### src/rtl/obstacle_sequencer.sv
// obstacle_sequencer: picks, starts, times and counts obstacle generators and muxes the active slot's data
module obstacle_sequencer #(
    parameter int          NUM_OBS        = 8,
    parameter int          SEL_W          = 4,
    parameter int          DATA_W         = 36,
    parameter int          MODE           = 1,
    parameter int          GAP_CYCLES     = 1024,
    parameter int          TIMEOUT_CYCLES = 0,
    parameter int          WIN_COUNT      = 16,
    parameter logic [15:0] LFSR_SEED      = 16'hACE1
) (
    input  logic                      clk,
    input  logic                      rst,
    input  logic                      start,
    input  logic                      abort,
    input  logic [NUM_OBS-1:0]        done_in,
    input  logic [NUM_OBS*DATA_W-1:0] obs_data_in,
    output logic [SEL_W-1:0]          obs_select,
    output logic                      obs_start,
    output logic                      obs_active,
    output logic [DATA_W-1:0]         obs_data_out,
    output logic [15:0]               obstacles_counted,
    output logic                      victory,
    output logic                      timeout
);
    localparam int NS = 1 << SEL_W;

    typedef enum logic [2:0] {IDLE, LOAD, RUN, GAP, WIN} state_t;

    state_t            state_q, state_d;
    logic [15:0]       lfsr_q, lfsr_d;
    logic [NS-1:0]     mask_q, mask_d;
    logic [SEL_W-1:0]  sel_q, sel_d;
    logic [SEL_W-1:0]  cand_q, cand_d;
    logic              fresh_q, fresh_d;
    logic              first_q, first_d;
    logic              epoch_q, epoch_d;
    logic              start_q, start_d;
    logic              to_q, to_d;
    logic [31:0]       run_q, run_d;
    logic [31:0]       gap_q, gap_d;
    logic [15:0]       cnt_q, cnt_d;
    logic [DATA_W-1:0] data_q, data_d;

    logic [DATA_W-1:0] slot [NS];
    logic [NS-1:0]     done_ext;
    logic [NS-1:0]     mask_eff, sel_bit, pick_bit;
    logic [SEL_W-1:0]  try_sel, step, pick;
    logic [15:0]       cnt_inc;
    logic              full, epoch, pick_ok, done_hit, to_hit;

    // Pad slots up to the full select range so out-of-range codes read as zero / never done
    for (genvar i = 0; i < NS; i++) begin : g_slot
        if (i < NUM_OBS) begin : g_on
            assign slot[i]     = obs_data_in[i*DATA_W +: DATA_W];
            assign done_ext[i] = done_in[i];
        end else begin : g_off
            assign slot[i]     = '0;
            assign done_ext[i] = 1'b0;
        end
    end

    // Candidate for this LOAD cycle and the run-completion conditions
    always_comb begin
        full     = &mask_q[NUM_OBS-1:0];
        epoch    = epoch_q || full;
        sel_bit  = NS'(1) << sel_q;
        mask_eff = full ? sel_bit : mask_q;
        try_sel  = first_q ? lfsr_q[SEL_W-1:0] : cand_q;
        step     = (32'(try_sel) >= NUM_OBS - 1) ? '0 : try_sel + 1'b1;
        pick     = (MODE == 0) ? ((fresh_q || 32'(sel_q) >= NUM_OBS - 1) ? '0 : sel_q + 1'b1) : try_sel;
        pick_ok  = (MODE == 0) || (32'(try_sel) < NUM_OBS && !mask_eff[try_sel]);
        pick_bit = NS'(1) << pick;
        done_hit = done_ext[sel_q] && run_q != 32'd0;
        to_hit   = TIMEOUT_CYCLES != 0 && run_q == 32'(TIMEOUT_CYCLES - 1);
        cnt_inc  = &cnt_q ? cnt_q : cnt_q + 1'b1;
    end

    // Next-state: abort beats start beats the sequencing states
    always_comb begin
        state_d = state_q;
        lfsr_d  = {lfsr_q[14:0], lfsr_q[15] ^ lfsr_q[13] ^ lfsr_q[12] ^ lfsr_q[10]};
        mask_d  = mask_q;
        sel_d   = sel_q;
        cand_d  = cand_q;
        fresh_d = fresh_q;
        first_d = 1'b0;
        epoch_d = epoch_q;
        start_d = 1'b0;
        to_d    = 1'b0;
        run_d   = run_q;
        gap_d   = gap_q;
        cnt_d   = cnt_q;
        data_d  = (state_q == RUN) ? slot[sel_q] : '0;
        if (abort) begin
            state_d = IDLE;
            mask_d  = '0;
            epoch_d = 1'b0;
        end else if (start && (state_q == IDLE || state_q == WIN)) begin
            state_d = LOAD;
            cnt_d   = '0;
            mask_d  = '0;
            epoch_d = 1'b0;
            fresh_d = 1'b1;
            first_d = 1'b1;
        end else begin
            case (state_q)
                LOAD: begin
                    if (pick_ok) begin
                        state_d = RUN;
                        sel_d   = pick;
                        mask_d  = epoch ? pick_bit : (mask_eff | pick_bit);
                        epoch_d = 1'b0;
                        fresh_d = 1'b0;
                        start_d = 1'b1;
                        run_d   = '0;
                    end else begin
                        mask_d  = mask_eff;
                        epoch_d = epoch;
                        cand_d  = step;
                    end
                end
                RUN: begin
                    run_d = run_q + 1'b1;
                    if (done_hit || to_hit) begin
                        cnt_d   = cnt_inc;
                        to_d    = to_hit && !done_hit;
                        gap_d   = '0;
                        state_d = (WIN_COUNT != 0 && cnt_inc == 16'(WIN_COUNT)) ? WIN :
                                  (GAP_CYCLES == 0) ? LOAD : GAP;
                        first_d = (state_d == LOAD);
                    end
                end
                GAP: begin
                    gap_d = gap_q + 1'b1;
                    if (gap_q == 32'(GAP_CYCLES - 1)) begin
                        state_d = LOAD;
                        first_d = 1'b1;
                    end
                end
                default: ;
            endcase
        end
    end

    // State and datapath registers
    always_ff @(posedge clk or negedge rst) begin
        if (!rst) begin
            state_q <= IDLE;
            lfsr_q  <= LFSR_SEED;
            mask_q  <= '0;
            sel_q   <= '0;
            cand_q  <= '0;
            fresh_q <= 1'b0;
            first_q <= 1'b0;
            epoch_q <= 1'b0;
            start_q <= 1'b0;
            to_q    <= 1'b0;
            run_q   <= '0;
            gap_q   <= '0;
            cnt_q   <= '0;
            data_q  <= '0;
        end else begin
            state_q <= state_d;
            lfsr_q  <= lfsr_d;
            mask_q  <= mask_d;
            sel_q   <= sel_d;
            cand_q  <= cand_d;
            fresh_q <= fresh_d;
            first_q <= first_d;
            epoch_q <= epoch_d;
            start_q <= start_d;
            to_q    <= to_d;
            run_q   <= run_d;
            gap_q   <= gap_d;
            cnt_q   <= cnt_d;
            data_q  <= data_d;
        end
    end

    assign obs_select        = sel_q;
    assign obs_start         = start_q;
    assign obs_active        = state_q == RUN;
    assign obs_data_out      = data_q;
    assign obstacles_counted = cnt_q;
    assign victory           = state_q == WIN;
    assign timeout           = to_q;
endmodule

### config.mk
export PLATFORM = sky130hd
export DESIGN_NAME = obstacle_sequencer
export DESIGN_NICKNAME = d
export VERILOG_FILES = /design/src/rtl/obstacle_sequencer.sv
export SDC_FILE = /design/constraint.sdc
export NUM_CORES = 1
export LEC_CHECK = 0
export CAP_MARGIN = 10
export CORE_ASPECT_RATIO = 0.6
export CORE_UTILIZATION = 46
export CTS_BUF_LIST = sky130_fd_sc_hd__clkbuf_4
export CTS_CLUSTER_SIZE = 24
export DETAILED_ROUTE_END_ITERATION = 6
export GPL_TIMING_DRIVEN = 0
export HOLD_SLACK_MARGIN = 0.03
export PLACE_DENSITY = 0.93
export SLEW_MARGIN = 0
export SYNTH_ARGS = -nofsm -noshare
export SYNTH_HDL_FRONTEND = slang
export SYNTH_SLANG_ARGS = --single-unit
### constraint.sdc
create_clock -name clk -period 3.05 [get_ports clk]
set_input_delay 0.4575 -clock clk [delete_from_list [all_inputs] [get_ports clk]]
set_output_delay 0.4575 -clock clk [all_outputs]
set_load 0.005 [all_outputs]
==> results of run 1 <==
-- logic make-up after synthesis --
kind of cell / share of synthesized area
mux: 0.228
simple gates: 0.186
other cells: 0.000389
xor+xnor: 0.0563
buf+inv: 0.0389
fa+ha+maj: 0.0130
flops: 0.401
compound gates: 0.0771
-- synthesized netlist by cell type, types with 11 or more instances --
cell	number	area share
o21ai_0	26	0.013
mux2i_1	40	0.042
nand3_1	33	0.017
xnor2_1	20	0.018
and2_1	13	0.0084
dfrtp_1	146	0.38
buf_2	22	0.011
nand4_1	21	0.014
mux4_2	74	0.17
nor2_1	122	0.048
nor4_1	13	0.0084
xor2_1	42	0.038
a21oi_1	20	0.010
nor3_1	11	0.0057
and3_1	19	0.012
inv_1	16	0.0062
clkbuf_1	26	0.010
nand2_1	56	0.022
-- through the flow --
| step | power (mW) | util | hold slack (ps) |
|---|---|---|---|
| 2_1_floorplan | 4.81 | - | 162 |
| 6_report | 7.60 | 0.686 | 149 |
| 4_1_cts | 7.58 | 0.684 | 108 |
| 3_5_place_dp | 6.34 | 0.670 | 338 |
| 5_1_grt | 7.99 | 0.685 | 120 |
| 3_3_place_gp | 6.27 | 0.669 | 335 |
-- registers in the layout (all words and copies together) (netlist names) --
signal             flops
obs_data_out          36
gap_q                 32
run_q                 32
lfsr_q                16
obstacles_counted     16
mask_q                 8
cand_q                 4
obs_select             4
state_q                3
epoch_q                1
first_q                1
obs_start              1
-- where the power goes --
| group | leakage [nW] | switching [mW] | internal (mW) |
|---|---|---|---|
| logic | 3.38 | 1.89 | 2.00 |
| registers | 2.10 | 0.201 | 2.26 |
| clock network | 0.139 | 0.826 | 0.428 |
-- metal layers --
metal | GRT usage | vias to the layer above | wire length (µm)
li1 | - | 4029 | -
met1 | 0.523 | 4689 | 16400
met2 | 0.540 | 565 | 17600
met3 | 0.114 | 88 | 4070
met4 | 0.156 | 4 | 1630
met5 | 0 | - | 28
-- worst max path at each step --
| stage | start | endpoint | slack [ps] | depth (start not counted) |
|---|---|---|---|---|
| final | obstacles_counted[0] | state_q[1] | 200 | 9 |
| after global routing | obs_select[0] | obs_data_out[3] | 50 | 6 |
| after CTS | obs_select[0] | obs_data_out[3] | 260 | 6 |
| after detailed placement | done_in[3] | obstacles_counted[8] | 120 | 9 |
| after global placement | rst | obs_data_out[17] | -4450 | 1 |
| after floorplan | obstacles_counted[0] | state_q[1] | 700 | 9 |
-- worst max-delay path, delay by kind of cell (launching register included) --
kind | cells | cell delay [ps]
flops | 1 | 520
fa+ha+maj | 1 | 190
mux | 1 | 370
simple gates | 3 | 530
buf+inv | 1 | 170
compound gates | 3 | 970
-- timing repair --
item,4_1_cts,5_1_grt
hold endpoints to repair,71,0
resized for setup,0,0
hold buffers,1,0
-- area by class of cell --
type	instances	area, µm²	area share
Tap cell	273	342	0.0246
Inverter	18	70.1	0.00504
Clock inverter	15	150	0.0108
Sequential cell	154	3860	0.278
Multi-Input combinational cell	649	5400	0.388
Clock buffer	17	128	0.00918
Timing Repair Buffer	359	3610	0.260
Antenna cell	14	35.0	0.00252
Buffer	61	305	0.0220
==> flow_summary_export.csv, run 1 <==
group,metric,value,unit
setup_path,cp_slowest_cell,"dfrtp_1",
drt,vias,9375,
global_route,grt_overflow_total,0,
final_layout,final_area,13900,µm²
logic_synthesis,synth-main-ff-cell,"dfrtp_1",
floorplan,pin_count,360,
logic_synthesis,synth_enable_flop_cells,0,
logic_synthesis,mappedNetlistArea,9640,µm²
run,maxCapViolCount,0,
clock_network,htreeDepth,4,
final_layout,layout.nets,1570,
placement,placed_area,13600,µm²
logic_synthesis,synth_nets,1192,
sta,drv_slew,0,
final_layout,mostFrequentLayoutCells,"356 x clkdlybuf4s50_1, 146 x dfrtp_1, 122 x nor2_1, 74 x mux4_2, 56 x nand2_1",
drt,drc,0,
floorplan,die_area,21600,µm²
placement,dpl.hpwl,33200,µm
drt,vias_per_cell,6.01,
clock_network,cts_setup_buffers,0,
logic_synthesis,netlist_instances,882,
sta,clock.fmax,351,MHz
outcome,status,"finished clean",
drt,wl_per_cell,25.5,µm
placement,gp_congestion,1.02,
sta,finalClockSkew,27.4,ps
sta,fin_crit_sh,0.933,
floorplan,core,20300,µm²
placement,dp_cells,1513,
logic_synthesis,avgSynthCellArea,10.9,µm²
global_route,grt_pass1_wl,57100,µm
floorplan,row_count,40,
sta,finalSetupTns,0,ps
sta,final_hold_viol_count,0,
sta,setup_viol,0,
pwr,power-per-cell-area,547,nW/µm²
worst_hold_path,hold_depth,2,
global_route,antenna_found_initial,14,
logic_synthesis,async_flop_share,1.00,
pwr,peakVddDrop,0.273,mV
pwr,p_leak,5.62,nW
setup_path,crit_type,"reg -> reg",
floorplan,start_util,0.476,
sta,period_needed,2850,ps
setup_path,r2r_cells,9,
worst_hold_path,hold_end,"first_q",
logic_synthesis,ys_seq_area_frac,0.401,
sta,grt_setup_unrepaired,"false",
logic_synthesis,yosys_warnings,0,
global_route,grt_max_degree,84,
floorplan,dieWidth,189,µm
clock_network,clk_latency,580,ps
logic_synthesis,ys_types,83,
final_layout,nFillCells,1526,
setup_path,crit_arrival,3330,ps
global_route,grt_pass1_vias,8937,
sta,max_slew.worst_pin.slew,890,ps
worst_hold_path,hp-class,"in -> reg",
final_layout,final_common_cell,"clkdlybuf4s50_1",
setup_path,rrSetupSlack,200,ps
worst_hold_path,min_from,"abort",
clock_network,numCtsBuffers,17,
logic_synthesis,synth_seq_cells,154,
setup_path,path_cells,"ha_1, buf_2, nand3_1, nor3_1, mux2i_1, o2111ai_1, a2111oi_4, nand2_1, a32o_1",
clock_network,root_buffer,"clkbuf_4",
sta,setup_slack,205,ps
final_layout,fin_cells,1560,
setup_path,reg2reg_to,"state_q[1]",
setup_path,r2r-start,"obstacles_counted[0]",
clock_network,tritoncts,"yes",
setup_path,path_max_fanout,9,
sta,relSlewSlack,0.407,
drt,ant_nets,0,
setup_path,critPathLaunchType,"register",
clock_network,clock-sinks,154,
drt,firstDrtPassIters,5,
final_layout,syn_to_final_growth,44.3,%
setup_path,required,3530,ps
placement,portBuffers,357,
final_layout,layout-drive-gt1-share,0.141,
clock_network,clk_path_buf_depth,2,
drt,routed_wl,39800,µm
floorplan,die_h,114,µm
global_route,track_usage,0.373,
drt,drt-initial-drc-count,1015,
setup_path,max_stage_delay,520,ps
clock_network,clkTransAtPathRegs,140,ps
setup_path,worst_setup_path_end_kind,"register",
placement,pre_cts_ws,118,ps
Note: power is estimated with default switching activity, not from simulation.
==> run 2: changes to the inputs <==
--- a/config.mk
+++ b/config.mk
@@ -9,7 +9,7 @@
 export CORE_ASPECT_RATIO = 0.6
 export CORE_UTILIZATION = 46
 export CTS_BUF_LIST = sky130_fd_sc_hd__clkbuf_4
-export CTS_CLUSTER_SIZE = 24
+export CTS_CLUSTER_SIZE = 40
 export DETAILED_ROUTE_END_ITERATION = 6
 export GPL_TIMING_DRIVEN = 0
 export HOLD_SLACK_MARGIN = 0.03
==> results of run 2 <==
No change in the layout: final DEF, timing and power equal those of run 1.
==> run 3: changes to the inputs <==
--- a/config.mk
+++ b/config.mk
@@ -14,7 +14,6 @@
 export GPL_TIMING_DRIVEN = 0
 export HOLD_SLACK_MARGIN = 0.03
 export PLACE_DENSITY = 0.93
-export SLEW_MARGIN = 0
 export SYNTH_ARGS = -nofsm -noshare
 export SYNTH_HDL_FRONTEND = slang
 export SYNTH_SLANG_ARGS = --single-unit
==> results of run 3 <==
No change in the layout: final DEF, timing and power equal those of run 1.
